### config.mk
export PLATFORM = sky130hd
export DESIGN_NAME = sha256_sigma_unit_flat
export DESIGN_NICKNAME = d
export VERILOG_FILES = /design/src/rtl/sha256_pkg.sv /design/src/rtl/sha256_sigma_unit_if.sv /design/src/rtl/sha256_sigma_core.sv /design/src/rtl/sha256_sigma_unit.sv /design/src/flat_wrapper.sv
export SDC_FILE = /design/constraint.sdc
export NUM_CORES = 1
export LEC_CHECK = 0
export CAP_MARGIN = 15
export CORE_AREA = 2 2 109 111
export CTS_BUF_LIST = sky130_fd_sc_hd__clkbuf_8
export DETAILED_ROUTE_END_ITERATION = 7
export DIE_AREA = 0 0 111 113
export GPL_TIMING_DRIVEN = 0
export PLACE_DENSITY_LB_ADDON = 0.1
export SETUP_SLACK_MARGIN = 0.02
export SLEW_MARGIN = 20
export SYNTH_ARGS = -nofsm -noshare
export SYNTH_HDL_FRONTEND = slang
export SYNTH_SLANG_ARGS = --single-unit
### constraint.sdc
create_clock -name clk -period 5.3 [get_ports clk]
set_input_delay 0.795 -clock clk [delete_from_list [all_inputs] [get_ports clk]]
set_output_delay 0.795 -clock clk [all_outputs]
set_load 0.02 [all_outputs]
### src/rtl/sha256_pkg.sv
// Shared SHA-256 word type and the fixed rotate/shift amounts for the four sigma functions.
package sha256_pkg;

  localparam int unsigned WORD_W = 32;

  typedef logic [WORD_W-1:0] word_t;

  localparam int unsigned BS0_A = 2;
  localparam int unsigned BS0_B = 13;
  localparam int unsigned BS0_C = 22;

  localparam int unsigned BS1_A = 6;
  localparam int unsigned BS1_B = 11;
  localparam int unsigned BS1_C = 25;

  localparam int unsigned SS0_A = 7;
  localparam int unsigned SS0_B = 18;
  localparam int unsigned SS0_C = 3;

  localparam int unsigned SS1_A = 17;
  localparam int unsigned SS1_B = 19;
  localparam int unsigned SS1_C = 10;

  function automatic word_t rotr(input word_t v, input int unsigned n);
    return (v >> n) | (v << (WORD_W - n));
  endfunction

endpackage

### src/rtl/sha256_sigma_unit_if.sv
// Operand/result bundle of the sigma unit; small_sigma1 exists only with SHA256_SIGMA_SMALL1_EN.
import sha256_pkg::*;

interface sha256_sigma_unit_if;
  logic  en;
  word_t x;
  word_t big_sigma0;
  word_t big_sigma1;
  word_t small_sigma0;
`ifdef SHA256_SIGMA_SMALL1_EN
  word_t small_sigma1;
`endif
  logic  valid;

`ifdef SHA256_SIGMA_SMALL1_EN
  modport master (output en, x, input big_sigma0, big_sigma1, small_sigma0, small_sigma1, valid);
  modport slave  (input en, x, output big_sigma0, big_sigma1, small_sigma0, small_sigma1, valid);
`else
  modport master (output en, x, input big_sigma0, big_sigma1, small_sigma0, valid);
  modport slave  (input en, x, output big_sigma0, big_sigma1, small_sigma0, valid);
`endif
endinterface

### src/rtl/sha256_sigma_core.sv
// Combinational three-term XOR sigma: ROTR(a) ^ ROTR(b) ^ (ROTR or SHR)(c).
module sha256_sigma_core
  import sha256_pkg::*;
#(
  parameter int unsigned ROT_A   = 2,
  parameter int unsigned ROT_B   = 13,
  parameter int unsigned AMT_C   = 22,
  parameter bit          SHIFT_C = 1'b0
) (
  input  word_t x,
  output word_t y
);

  word_t term_c_s;

  // SHIFT_C is elaboration-time, so this mux folds away.
  assign term_c_s = SHIFT_C ? (x >> AMT_C) : rotr(x, AMT_C);
  assign y        = rotr(x, ROT_A) ^ rotr(x, ROT_B) ^ term_c_s;

endmodule

### src/rtl/sha256_sigma_unit.sv
// Registered SHA-256 sigma unit: one operand in, Σ0/Σ1/σ0 (and σ1 with SHA256_SIGMA_SMALL1_EN) out one cycle later.
module sha256_sigma_unit
  import sha256_pkg::*;
(
  input  logic                clk,
  input  logic                rst,
  sha256_sigma_unit_if.slave  bus
);

  word_t big_sigma0_s;
  word_t big_sigma1_s;
  word_t small_sigma0_s;
  word_t big_sigma0_r;
  word_t big_sigma1_r;
  word_t small_sigma0_r;
  logic  valid_r;

  sha256_sigma_core #(.ROT_A(BS0_A), .ROT_B(BS0_B), .AMT_C(BS0_C), .SHIFT_C(1'b0))
    u_big_sigma0 (.x(bus.x), .y(big_sigma0_s));

  sha256_sigma_core #(.ROT_A(BS1_A), .ROT_B(BS1_B), .AMT_C(BS1_C), .SHIFT_C(1'b0))
    u_big_sigma1 (.x(bus.x), .y(big_sigma1_s));

  sha256_sigma_core #(.ROT_A(SS0_A), .ROT_B(SS0_B), .AMT_C(SS0_C), .SHIFT_C(1'b1))
    u_small_sigma0 (.x(bus.x), .y(small_sigma0_s));

  // Result capture: results hold when en is low, valid marks only a fresh capture.
  always_ff @(posedge clk or posedge rst) begin
    if (rst) begin
      big_sigma0_r   <= 32'h0000_0000;
      big_sigma1_r   <= 32'h0000_0000;
      small_sigma0_r <= 32'h0000_0000;
      valid_r        <= 1'b0;
    end else begin
      valid_r <= bus.en;
      if (bus.en) begin
        big_sigma0_r   <= big_sigma0_s;
        big_sigma1_r   <= big_sigma1_s;
        small_sigma0_r <= small_sigma0_s;
      end
    end
  end

  assign bus.big_sigma0   = big_sigma0_r;
  assign bus.big_sigma1   = big_sigma1_r;
  assign bus.small_sigma0 = small_sigma0_r;
  assign bus.valid        = valid_r;

`ifdef SHA256_SIGMA_SMALL1_EN
  word_t small_sigma1_s;
  word_t small_sigma1_r;

  sha256_sigma_core #(.ROT_A(SS1_A), .ROT_B(SS1_B), .AMT_C(SS1_C), .SHIFT_C(1'b1))
    u_small_sigma1 (.x(bus.x), .y(small_sigma1_s));

  // Optional σ1 register, same enable/reset behaviour as the others.
  always_ff @(posedge clk or posedge rst) begin
    if (rst) begin
      small_sigma1_r <= 32'h0000_0000;
    end else if (bus.en) begin
      small_sigma1_r <= small_sigma1_s;
    end else begin
      small_sigma1_r <= small_sigma1_r;
    end
  end

  assign bus.small_sigma1 = small_sigma1_r;
`endif

endmodule

### src/flat_wrapper.sv
// flat-port wrapper written by rule: the top's interface ports become plain ports
module sha256_sigma_unit_flat import sha256_pkg::*;
  (clk, rst, bus_en, bus_x, bus_big_sigma0, bus_big_sigma1, bus_small_sigma0, bus_valid);
  sha256_sigma_unit_if bus_i ();
  input  logic clk;
  input  logic rst;
  input wire logic [$bits(bus_i.en)-1:0] bus_en;
  input wire logic [$bits(bus_i.x)-1:0] bus_x;
  output wire logic [$bits(bus_i.big_sigma0)-1:0] bus_big_sigma0;
  output wire logic [$bits(bus_i.big_sigma1)-1:0] bus_big_sigma1;
  output wire logic [$bits(bus_i.small_sigma0)-1:0] bus_small_sigma0;
  output wire logic [$bits(bus_i.valid)-1:0] bus_valid;
  assign bus_i.en = bus_en;
  assign bus_i.x = bus_x;
  assign bus_big_sigma0 = bus_i.big_sigma0;
  assign bus_big_sigma1 = bus_i.big_sigma1;
  assign bus_small_sigma0 = bus_i.small_sigma0;
  assign bus_valid = bus_i.valid;
  sha256_sigma_unit u_core (.clk(clk), .rst(rst), .bus(bus_i));
endmodule
==> metrics.txt <==
DPL Wire Length=9560 um; post-synthesis cell type count=11; die footprint=0.0125 mm2; DR pass1 iterations=4; Setup Fix Bufs, Post-CTS=0; vias after detailed routing=3181; Initial DRC Count=133; Post-synth EDFFs=0; DRC=0; Synth Area in Compound Gates=0.245%; initial core utilization=54.3%; Top delay family on crit path=buffers and inverters; H-tree depth=3; CP startpoint kind=register; largest family of logic cells by synthesized area=XOR/XNOR gates; Synth area leader=dfrtp_1; Fillers=837; worst hold path class=reg2reg; commonest cells in the netlist=dfrtp_1, mux2_2, xor3_1; FF/Latch Area=0.00243 mm2; highest cell delay on the worst timing path=0.62 ns; outcome=finished clean; cts bufs inserted=9; Synth Register Bits=97; Post-synth ARST share=100%; Tmin final=2.20 ns; ANT cells=0; first-pass GRT wire length=21500 um; post-DR wirelength/cell=24.3 um; IO Port Bufs=99; Rows=39; Mapped Cells=336; post-synth top area share=39.7%; io pins=132; Util after Layout=66.7%; CTS clock-pin slew for the worst setup and hold paths=0.10 ns; post-route setup TNS=0 ns; critical path peak fanout=2; Setup Skew=0 ns; gpl congestion=0.754; top cells by area, synth=dfrtp_1, xor3_1, mux2_2; syn nets=371; total global-route track usage=23.9%; fin crit share=41.6%; mapped cell area=0.00612 mm2; initial antenna violation count=0; register area share after synthesis=39.7%; worst skew pair latency=0.37 ns; setup violators final=0; cts hold-fix bufs=0; Final Hold Vio Count=0; leakage power=3.66 nW; Max transition margin=74.8%; core footprint=0.0113 mm2; crit-path cells=clkdlybuf4s50_1; nets@finish=482; Final Max Tran Viols=0; layout cell share with drive strength beyond 1=33.8%; Final Instance Count excl. Fillers=595; Crit path buffers/inverters=1; Worst Hold Launch=u_core.bus.big_sigma0[25]; YS warnings=0; Mapped Avg Cell Area=18.2 um2; Crit. End Element=output port; fmax=454 MHz; R2R Path Start=u_core.bus.big_sigma1[24]; largest net degree at the start of global routing=66; Worst Tran Pin Value=0.378 ns; RSZ-0062 raised after global routing=false; worst vdd ir=0.178 mV; area taken by multi-input logic gates=0.00331 mm2; CTS max path bufs=2; dpl cells=579; Syn-to-layout area delta=22.9%; PostCTS Resize Cnt=0; Worst setup startpoint=u_core.bus.big_sigma1[24]; Adder-Cell Fraction of Synth Area=0%; Synth Flop Type=dfrtp_1; routed wire length=14400 um; CP max stage cell=clkdlybuf4s50_1; Root Driver=clkbuf_8; GR Overflow Total=0; CTS tree=done; Worst EP required=4.51 ns; number of global-route vias before repair=3428; die height=113 um; clk sinks=97; antenna-violating nets left=0; kind of critical path=reg2out; simple-gate share of the synthesized area=0.184%; Arr. time, crit path=1.41 ns; pwr/cell area=322 mW/mm2; Synth Area in XOR/XNOR=36.6%; most frequent cell after synthesis=dfrtp_1; max_cap viols=0; Chip Width=111 um; via/cell ratio=5.35; post-synthesis mux area share=17.1%
## logic make-up (layout without fill, tap and decap cells)
family	Yosys count	in the layout
xor+xnor	96	96
buf+inv	44	160
flops	97	97
mux	93	93
compound gates	3	3
simple gates	3	3
## routing by layer
metal  up-vias  track usage [%]  share of wire (%)
met2       120             40.1                 50
met1      1651             33.3                 44
met4         0             7.08                1.1
met3        13             3.11                5.7
met5         -                0                  0
li1       1397                -                  -
## worst paths after layout
path	to	slack, ns	cells past startpoint
worst max-delay path	bus_big_sigma1[24]	3.10	1
worst min-delay path	u_core.bus.big_sigma0[25]	0.51	1
worst max register to register	u_core.bus.big_sigma1[24]	4.50	1
worst min register to register	u_core.bus.big_sigma0[25]	0.51	1
max in group asynchronous	u_core.bus.big_sigma0[22]	3.91	3
min in group asynchronous	u_core.bus.small_sigma0[13]	0.77	2
## area by class of cell
type                            count  share of cell area (%)
Sequential cell                    97                    32.3
Buffer                             43                    4.99
Clock buffer                       10                    1.83
Timing Repair Buffer              100                    13.6
Inverter                            1                   0.117
Tap cell                          143                    2.38
Multi-Input combinational cell    195                    44.0
Clock inverter                      6                   0.782
## cell usage in the layout (no fill, tap or decap)
cell,count
inv_1,1
buf_2,13
mux2_2,93
dfrtp_1,97
clkinv_2,2
xnor2_1,3
a21oi_1,3
buf_4,4
buf_16,1
bufinv_16,1
clkbuf_2,2
buf_6,24
clkdlybuf4s50_1,99
xor3_1,93
nor2_1,3
inv_6,1
clkbuf_8,10
clkinvlp_4,2
## state kept, by name, summed over array words and instances (netlist names)
| name | count |
|---|---|
| u_core.bus.big_sigma0 | 32 |
| u_core.bus.small_sigma0 | 32 |
| u_core.bus.big_sigma1 | 32 |
| u_core.bus.valid | 1 |
## power breakdown
group / switching, mW / internal (mW)
logic: 0.404 / 0.556
registers: 0.0893 / 0.885
clock network: 0.261 / 0.228
## stage by stage
| stage | hold WS [ns] | cell area [um2] | setup slack, ns | total power [mW] |
|---|---|---|---|---|
| 4_1_cts | 0.516 | 7520 | 3.10 | 2.45 |
| 6_report | 0.514 | 7520 | 3.10 | 2.42 |
| 3_5_place_dp | 0.495 | 7320 | 2.92 | 1.95 |
| 2_1_floorplan | 0.620 | 6120 | 1.97 | 1.55 |
| 3_3_place_gp | 0.490 | 7290 | 0.389 | 1.94 |
| 5_1_grt | 0.530 | 7520 | 3.07 | 2.53 |
Power figures use the tool's default switching activity.
